[config.mk]
export PLATFORM = sky130hd
export DESIGN_NAME = video_timing_receiver
export DESIGN_NICKNAME = d
export VERILOG_FILES = /design/src/rtl/video_timing_receiver.sv
export SDC_FILE = /design/constraint.sdc
export NUM_CORES = 1
export LEC_CHECK = 0
export CAP_MARGIN = 40
export CORE_MARGIN = 5
export CORE_UTILIZATION = 57
export CTS_CLUSTER_DIAMETER = 80
export DETAILED_ROUTE_END_ITERATION = 8
export MAX_ROUTING_LAYER = met4
export PLACE_DENSITY = 0.87
export SLEW_MARGIN = 10
export SYNTH_ARGS = -nofsm -noshare
export SYNTH_HDL_FRONTEND = slang
export SYNTH_SLANG_ARGS = --single-unit
[constraint.sdc]
create_clock -name clk -period 4.25 [get_ports clk]
set_input_delay 0.6375 -clock clk [delete_from_list [all_inputs] [get_ports clk]]
set_output_delay 0.6375 -clock clk [all_outputs]
set_load 0.01 [all_outputs]
[src/rtl/video_timing_receiver.sv]
// video_timing_receiver: samples a parallel video bus in the clk domain, recovers active-area pixel
// positions, measures line/frame timing and reports lock after consecutive identical frames.
module video_timing_receiver #(
    parameter bit HSYNC_POL    = 1'b1,
    parameter bit VSYNC_POL    = 1'b1,
    parameter int LOCK_FRAMES  = 2,
    parameter int TIMEOUT_CLKS = 4000000
) (
    input  logic        clk,
    input  logic        sys_rst_n,
    input  logic        i_adv_clk,
    input  logic        i_hsync,
    input  logic        i_vsync,
    input  logic        i_de,
    input  logic [7:0]  i_r,
    input  logic [7:0]  i_g,
    input  logic [7:0]  i_b,
    output logic        o_valid,
    output logic [11:0] o_x,
    output logic [11:0] o_y,
    output logic [7:0]  o_r,
    output logic [7:0]  o_g,
    output logic [7:0]  o_b,
    output logic        o_frame,
    output logic [11:0] o_h_total,
    output logic [11:0] o_h_active,
    output logic [11:0] o_v_total,
    output logic [11:0] o_v_active,
    output logic        o_locked,
    output logic        o_unlock
);
    typedef enum logic [1:0] {SEARCH, MEASURE, VERIFY, LOCKED} state_t;
    localparam logic [11:0] MAX = 12'hfff;

    state_t      state_q, state_d;
    logic        adv_clk_q, adv_clk_d, hs_prev_q, hs_prev_d, vs_prev_q, vs_prev_d;
    logic        line_de_q, line_de_d, frame_de_q, frame_de_d, ovf_q, ovf_d;
    logic        valid_q, valid_d, frame_q, frame_d, unlock_q, unlock_d;
    logic [11:0] h_cnt_q, h_cnt_d, de_cnt_q, de_cnt_d, line_cnt_q, line_cnt_d, act_cnt_q, act_cnt_d;
    logic [11:0] x_q, x_d, y_q, y_d;
    logic [11:0] h_total_q, h_total_d, h_active_q, h_active_d, v_total_q, v_total_d, v_active_q, v_active_d;
    logic [7:0]  r_q, r_d, g_q, g_d, b_q, b_d;
    logic [47:0] ref_q, ref_d, totals;
    logic [3:0]  match_q, match_d;
    logic [31:0] to_cnt_q, to_cnt_d;
    logic        pix, de, hs_edge, vs_edge, line_de_eff, frame_de_eff, first, timeout, match_ok, reload;
    logic [11:0] line_nxt, act_nxt;

    always_comb begin
        adv_clk_d    = i_adv_clk;
        pix          = i_adv_clk & ~adv_clk_q;
        de           = pix & i_de;
        hs_edge      = pix & (i_hsync == HSYNC_POL) & ~hs_prev_q;
        vs_edge      = pix & (i_vsync == VSYNC_POL) & ~vs_prev_q;
        hs_prev_d    = pix ? (i_hsync == HSYNC_POL) : hs_prev_q;
        vs_prev_d    = pix ? (i_vsync == VSYNC_POL) : vs_prev_q;
        timeout      = to_cnt_q == 32'(TIMEOUT_CLKS - 1);
        to_cnt_d     = (vs_edge | timeout) ? '0 : to_cnt_q + 32'd1;
        h_cnt_d      = hs_edge ? '0 : (pix && h_cnt_q != MAX) ? h_cnt_q + 12'd1 : h_cnt_q;
        de_cnt_d     = hs_edge ? {11'd0, i_de} : (de && de_cnt_q != MAX) ? de_cnt_q + 12'd1 : de_cnt_q;
        ovf_d        = ~vs_edge & (ovf_q | (pix & ~hs_edge & h_cnt_q == MAX) | (de & ~hs_edge & de_cnt_q == MAX));
        line_nxt     = (hs_edge && line_cnt_q != MAX) ? line_cnt_q + 12'd1 : line_cnt_q;
        act_nxt      = (hs_edge && line_de_q && act_cnt_q != MAX) ? act_cnt_q + 12'd1 : act_cnt_q;
        line_cnt_d   = vs_edge ? '0 : line_nxt;
        act_cnt_d    = vs_edge ? '0 : act_nxt;
        h_total_d    = timeout ? '0 : hs_edge ? h_cnt_q + 12'd1 : h_total_q;
        // blanking lines leave h_active alone so it keeps the width of the last active line
        h_active_d   = timeout ? '0 : (hs_edge & line_de_q) ? de_cnt_q : h_active_q;
        v_total_d    = timeout ? '0 : vs_edge ? line_nxt : v_total_q;
        v_active_d   = timeout ? '0 : vs_edge ? act_nxt : v_active_q;
        line_de_eff  = line_de_q & ~hs_edge;
        frame_de_eff = frame_de_q & ~vs_edge;
        first        = ~line_de_eff;
        line_de_d    = line_de_eff | de;
        frame_de_d   = frame_de_eff | de;
        x_d          = !de ? x_q : first ? '0 : (x_q == MAX) ? x_q : x_q + 12'd1;
        y_d          = !(de & first) ? y_q : frame_de_eff ? y_q + 12'd1 : '0;
        valid_d      = de;
        frame_d      = vs_edge;
        r_d          = de ? i_r : r_q;
        g_d          = de ? i_g : g_q;
        b_d          = de ? i_b : b_q;
        totals       = {h_total_d, h_active_d, v_total_d, v_active_d};
        match_ok     = totals == ref_q && !ovf_q;
    end

    always_comb begin
        state_d = state_q;
        if (timeout)
            state_d = SEARCH;
        else if (vs_edge)
            case (state_q)
                SEARCH:  state_d = MEASURE;
                MEASURE: state_d = VERIFY;
                VERIFY:  state_d = (match_ok && match_q + 4'd1 == 4'(LOCK_FRAMES)) ? LOCKED : VERIFY;
                default: state_d = match_ok ? LOCKED : VERIFY;
            endcase
    end

    always_comb begin
        reload   = vs_edge & ~timeout & (state_q == MEASURE || (state_q != SEARCH && !match_ok));
        ref_d    = reload ? totals : ref_q;
        match_d  = (timeout || reload) ? '0 : (vs_edge && state_q == VERIFY) ? match_q + 4'd1 : match_q;
        unlock_d = (state_q == LOCKED) & (timeout | (vs_edge & ~match_ok));
    end

    always_ff @(posedge clk) begin
        if (!sys_rst_n)
            state_q <= SEARCH;
        else
            state_q <= state_d;
    end

    always_ff @(posedge clk) begin
        if (!sys_rst_n) begin
            {adv_clk_q, hs_prev_q, vs_prev_q, line_de_q, frame_de_q, ovf_q} <= '0;
            {valid_q, frame_q, unlock_q} <= '0;
            {h_cnt_q, de_cnt_q, line_cnt_q, act_cnt_q, x_q, y_q} <= '0;
            {h_total_q, h_active_q, v_total_q, v_active_q} <= '0;
            {r_q, g_q, b_q} <= '0;
            ref_q    <= '0;
            match_q  <= '0;
            to_cnt_q <= '0;
        end else begin
            {adv_clk_q, hs_prev_q, vs_prev_q, line_de_q, frame_de_q, ovf_q} <=
                {adv_clk_d, hs_prev_d, vs_prev_d, line_de_d, frame_de_d, ovf_d};
            {valid_q, frame_q, unlock_q} <= {valid_d, frame_d, unlock_d};
            {h_cnt_q, de_cnt_q, line_cnt_q, act_cnt_q, x_q, y_q} <=
                {h_cnt_d, de_cnt_d, line_cnt_d, act_cnt_d, x_d, y_d};
            {h_total_q, h_active_q, v_total_q, v_active_q} <= {h_total_d, h_active_d, v_total_d, v_active_d};
            {r_q, g_q, b_q} <= {r_d, g_d, b_d};
            ref_q    <= ref_d;
            match_q  <= match_d;
            to_cnt_q <= to_cnt_d;
        end
    end

    assign o_valid    = valid_q;
    assign o_x        = x_q;
    assign o_y        = y_q;
    assign o_r        = r_q;
    assign o_g        = g_q;
    assign o_b        = b_q;
    assign o_frame    = frame_q;
    assign o_h_total  = h_total_q;
    assign o_h_active = h_active_q;
    assign o_v_total  = v_total_q;
    assign o_v_active = v_active_q;
    assign o_locked   = state_q == LOCKED;
    assign o_unlock   = unlock_q;
endmodule
Yosys cells after proc, flatten, opt, wreduce, memory -nomap -nowiden:

Cells that the tools add are included.

* register bits after elaboration: 239
* latch bits: 0
* memory bits (writable): 0
* bits in read-only memories: 0
* input port bits: 30
* output and inout bits: 100
* logic and storage cells: 123
* memories kept: 0

* $add $sub $neg: 8
* multiply operators: 0
* div/mod/pow operators: 0
* order comparisons: 0
* eq/ne operators: 14
* shifts and indexed selects: 0
* muxes and demuxes: 18
* bitwise logic cells: 34
* reductions and logical operators: 22

Operators by type and width (number)
* 2-to-1 mux 12 bit: 13
* adder 12 x 1 -> 12 bit (second input constant): 6
* == test 48 bit: 1
* != test 12 bit (second input constant): 4
* == test 12 bit (second input constant): 3
* adder 32 x 1 -> 32 bit (second input constant): 1
* == test 32 x 22 -> 1 bit (second input constant): 1
* AND 1 bit: 19
* OR reduction 2 bit: 5
* logical AND 1 bit: 9
* NOT 1 bit: 9
* OR 1 bit: 6
* case mux 2 bit (3 select lines): 1
* adder 4 x 1 -> 4 bit (second input constant): 1
* == test 2 bit (second input constant): 2
* == test 4 x 2 -> 1 bit (second input constant): 1
* 2-to-1 mux 1 bit: 4
* nonzero test 2 bit: 2
* == test 2 x 1 -> 1 bit (second input constant): 1
* zero test 1 bit: 2
* zero test 2 bit: 1
* logical OR 1 bit: 2
* != test 2 bit (second input constant): 1
* AND reduction 2 bit: 1

Depth between registers and ports, before layout:

* depth in word-level cells: 17
* depth in mapped cells: 16
* mapped depth without buffers: 11

Least setup slack after synthesis:

Ideal clock, no wire load.

* path kind: input-to-reg
* start: input i_adv_clk
* end: register ref_q[0]
* setup time: 0.121 ns
* arrival time: 3.713 ns
* required time: 4.129 ns
* path slack: 0.415 ns
* stages on the path: 12
* buffers on the path: 3
* cells stage by stage: nor4bb_1 -> clkbuf_1 -> clkbuf_1 -> nor2_1 -> a211oi_1 -> xnor2_1 -> o2111ai_1 -> or4_1 -> nor4_4 -> a2111oi_4 -> buf_6 -> mux2_4

* word-level cells in the longest chain between the ends: 14
* elaborated cells on any way between the ends: 26
* classes of those cells: eq/ne (1); mux (10); bitwise (8); reduce/logical (7)

RTL lines
* from (decl): RTL line 11 `input logic i_adv_clk,`
* AND 1 bit (*): RTL line 51 `pix = i_adv_clk & ~adv_clk_q;`
* AND 1 bit (2 in a row): RTL line 53 `hs_edge = pix & (i_hsync == HSYNC_POL) & ~hs_prev_q;`
* logical AND 1 bit (2 in a row): RTL line 63 `act_nxt = (hs_edge && line_de_q && act_cnt_q != MAX) ? act_cnt_q + 12'd1 : act_cnt_q;`
* 2-to-1 mux 12 bit: RTL line 63
* 2-to-1 mux 12 bit (2 in a row): RTL line 70 `v_active_d = timeout ? '0 : vs_edge ? act_nxt : v_active_q;`
* == test 48 bit: RTL line 84 `match_ok = totals == ref_q && !ovf_q;`
* logical AND 1 bit: RTL line 84
* zero test 1 bit: RTL line 101 `reload = vs_edge & ~timeout & (state_q == MEASURE || (state_q != SEARCH && !match_ok));`
* logical AND 1 bit: RTL line 101
* logical OR 1 bit: RTL line 101
* AND 1 bit: RTL line 101
* to (signal assigned): RTL line 132 `ref_q <= ref_d;`
* to (decl): RTL line 43 `logic [47:0] ref_q, ref_d, totals;`

Every way passes the cells marked *; elsewhere a longest branch is shown, timed or not.
A chain may end at the register's enable or synchronous reset.

Final worst setup path:

* start: register adv_clk_q
* end: register ref_q[2]

* word-level cells in the longest chain between the ends: 15
* elaborated cells on any way between the ends: 27
* classes of those cells: eq/ne (1); mux (10); bitwise (9); reduce/logical (7)

RTL lines
* from (decl): RTL line 36 `logic adv_clk_q, adv_clk_d, hs_prev_q, hs_prev_d, vs_prev_q, vs_prev_d;`
* from (signal assigned): RTL line 125 `{adv_clk_q, hs_prev_q, vs_prev_q, line_de_q, frame_de_q, ovf_q} <=`
* NOT 1 bit (*): RTL line 51
* AND 1 bit (*): RTL line 51
* AND 1 bit (2 in a row): RTL line 53
* logical AND 1 bit (2 in a row): RTL line 63
* 2-to-1 mux 12 bit: RTL line 63
* 2-to-1 mux 12 bit (2 in a row): RTL line 70
* == test 48 bit: RTL line 84
* logical AND 1 bit: RTL line 84
* zero test 1 bit: RTL line 101
* logical AND 1 bit: RTL line 101
* logical OR 1 bit: RTL line 101
* AND 1 bit: RTL line 101

Marks and branches as above.

==> results by group <==
Run status
  • Status: completed

Pwr
  • Leakage: 5.68 nW
  • Pwr/cell area: 330 mW/mm2
  • Worst vdd ir: 0.300 mV
  • Total power: 5.04 mW

Final layout
  • Final net count: 1,632
  • Final core area utilization: 0.750
  • Synth-to-Final Area Change: 28.7%
  • Fin area: 0.0153 mm2
  • Commonest non-fill, non-tap cell in the layout: dfxtp_1
  • Non-Filler Instances: 1,884
  • Share of cells above drive strength 1: 0.149
  • Most frequent cells in the layout: 239 x dfxtp_1, 161 x nor2_1, 156 x nand2_1
  • Fill cell instance count of the final layout: 1,409

Global route
  • Initial antenna violation count: 1
  • Pin count of the biggest net entering global routing: 63
  • Vias in the first global route: 10,800
  • First-pass GRT wire length: 55,600 um
  • GRT Overall Usage: 0.287
  • Grt total ovfl: 0

Route
  • Initial DRC count: 1,020
  • DRC: 0
  • Drt pass-1 iters: 6
  • Per-cell routed wire length: 19.0 um
  • WL final: 35,700 um
  • Via Count: 11,400
  • Post-DRT Antenna Nets: 0
  • Vias per Instance: 6.04

Timing
  • Rel. slew slack: 0.419
  • Slew Limit Fails: 0
  • Number of setup violations in the final report: 0
  • Min Clock Period, post-route: 4.23 ns
  • Hold WS: 0.463 ns
  • Max Freq: 0.236 GHz
  • Final Hold Viols: 0
  • Final worst path period share: 0.996
  • Setup ws final: 0.0152 ns
  • Least-Margin Pin Slew: 0.871 ns
  • Setup TNS: 0 ns
  • Post-Route Skew: 0.0104 ns

Floorplanning
  • Die width: 154 um
  • Die H: 154 um
  • Row cnt: 52
  • Die area: 0.0238 mm2
  • Placeable Area: 0.0204 mm2
  • I/O pins: 130
  • Starting Density: 0.583

Run
  • Maxcap violations: 0

Logic synthesis
  • Count of cell types in the netlist: 83
  • Mapped Nets: 1,423
  • Synth Instances: 1,384
  • Async set or reset register ratio after synthesis: 0
  • Seq cells post-synth: 239
  • Syn Area/Cell: 8.57 um2
  • Synthesized area: 0.0119 mm2
  • Top_reg_cell synth: dfxtp_1
  • EDFF count, synth: 0
  • Ranking of synthesized cells by area: dfxtp_1 40%, nor2_1 5.1%, nand2_1 5.0%, mux2_4 4.7%, xor2_1 3.5%
  • Synth warn: 0
  • Synth area leader: dfxtp_1
  • Post-synthesis sequential area ratio: 0.403
  • Yosys top cell area share: 0.403

CTS
  • CTS tree: yes
  • H-tree levels: 1
  • Clk slew on worst S/H paths: 0.06 ns
  • Clock sink count: 239
  • Number of CTS-inserted buffers: 26
  • Latest clock arrival within the worst-skew pair: 0.53 ns
  • Root buffer cell: clkbuf_16
  • Max Root-Sink Buffers: 3

Worst setup path
  • Critical path required time: 4.66 ns
  • CP max FO: 14
  • Setup CP Type: reg2reg
  • Startpoint Class: flop
  • Worst Reg-to-Reg Cells: 13
  • Critical Path AT: 4.64 ns
  • RR Startpoint: adv_clk_q$_SDFF_PN0_
  • Beginning of the critical path: adv_clk_q$_SDFF_PN0_
  • Critical Path End Type: flop

Min path
  • Min-delay src: o_g[4]$_SDFFE_PN0P_
  • Cell depth of the worst hold path: 2
  • Min-Delay Path Class: reg2reg

Place
  • Place WS: -0.474 ns
  • DP Cell Count: 1,829
  • DP Wirelength: 24,600 um
  • Placed Area: 0.0141 mm2
  • I/O Buffers: 129
  • Gp weighted congestion: 0.955
## path summary, 6_finish.rpt
| kind | slack, ns | endpoint |
|---|---|---|
| setup / recovery | 0.02 | ref_q[2]$_SDFFE_PN0P_ |
| hold / removal | 0.46 | o_g[4]$_SDFFE_PN0P_ |
| setup reg to reg | 0.02 | ref_q[2]$_SDFFE_PN0P_ |
| hold reg to reg | 0.46 | o_g[4]$_SDFFE_PN0P_ |
## power by group
| part | switching (mW) | total, mW | leakage [nW] | internal [mW] |
|---|---|---|---|---|
| Sequential | 0.0331 | 2.31 | 1.93 | 2.27 |
| Clock | 0.903 | 2.31 | 0.436 | 1.41 |
| Combinational | 0.230 | 0.423 | 3.31 | 0.193 |
| Total | 1.17 | 5.04 | 5.68 | 3.87 |
## cells in the mapped netlist (7+ instances only)
| cell type | count |
|---|---|
| buf_1 | 8 |
| nand3_1 | 52 |
| a21boi_0 | 30 |
| xor2_1 | 48 |
| or4_1 | 7 |
| a21oi_1 | 54 |
| a31oi_1 | 8 |
| inv_1 | 34 |
| o31ai_1 | 12 |
| nor2_1 | 162 |
| nand2_1 | 158 |
| mux2i_1 | 34 |
| nor2b_1 | 12 |
| mux2_4 | 37 |
| nor3b_1 | 9 |
| or3_1 | 29 |
| nand2b_1 | 11 |
| a211oi_1 | 15 |
| and2_1 | 53 |
| dfxtp_1 | 239 |
| a311oi_1 | 7 |
| xnor2_1 | 33 |
| nand4_1 | 25 |
| ha_1 | 9 |
| clkbuf_1 | 45 |
| nor4_1 | 16 |
| and3_1 | 21 |
| nor3_1 | 40 |
| o22ai_1 | 7 |
| o21ai_0 | 43 |
| buf_2 | 14 |
## metal layers
layer	vias up	wire length, um	share of wire	GRT usage
met3	134	2960	0.083	0.0478
met5	-	0	0	-
li1	5331	-	-	-
met1	5373	14400	0.40	0.357
met4	0	1540	0.043	0.0976
met2	546	16900	0.47	0.476
## critical path, cell delays in order, from the launching register on
cell and delay (ns):
dfxtp_1 0.39, and4bb_2 0.38, nand2_2 0.10, buf_4 0.24, o311ai_0 0.57, a31oi_1 0.22
o31ai_1 0.29, o21ai_0 0.15, or4b_4 0.54, nor4_4 0.42, a2111oi_4 0.15, buf_12 0.18
clkbuf_16 0.18, mux2_4 0.31
## cell type report
| type | instances | area [um2] | share of cell area |
|---|---|---|---|
| antenna | 1 | 2.50 | 0.000164 |
| clock inverter | 7 | 91.3 | 0.00598 |
| timing repair buffer | 252 | 2330 | 0.153 |
| sequential | 239 | 4780 | 0.313 |
| multi-input combinational | 1040 | 6800 | 0.445 |
| tap | 270 | 338 | 0.0221 |
| clock buffer | 41 | 798 | 0.0523 |
| inverter | 34 | 128 | 0.00836 |
## logic make-up after synthesis
| family | after synthesis | share of synthesized area |
|---|---|---|
| simple gates | 635 | 0.271 |
| flops | 239 | 0.403 |
| compound gates | 238 | 0.138 |
| buf+inv | 105 | 0.0372 |
| xor+xnor | 81 | 0.0598 |
| mux | 77 | 0.0812 |
| fa+ha+maj | 9 | 0.00949 |
## flip-flops by register name, summed over array words and instances, names as in the netlist, 2 cells and up
register    flops
o_g             8
o_y            12
o_b             8
o_v_total      12
o_x            12
o_v_active     12
ref_q          48
o_h_active     12
de_cnt_q       12
o_r             8
o_h_total      12
to_cnt_q       32
line_cnt_q     12
state_q         2
match_q         4
h_cnt_q        12
act_cnt_q      12
## timing repair
action | in CTS | in global routing
gates resized for setup | 0 | 29
setup endpoints to repair | 0 | 41
hold buffers | 0 | 0
setup buffers | 0 | 2
No activity file was read; power rests on OpenSTA's default activity.
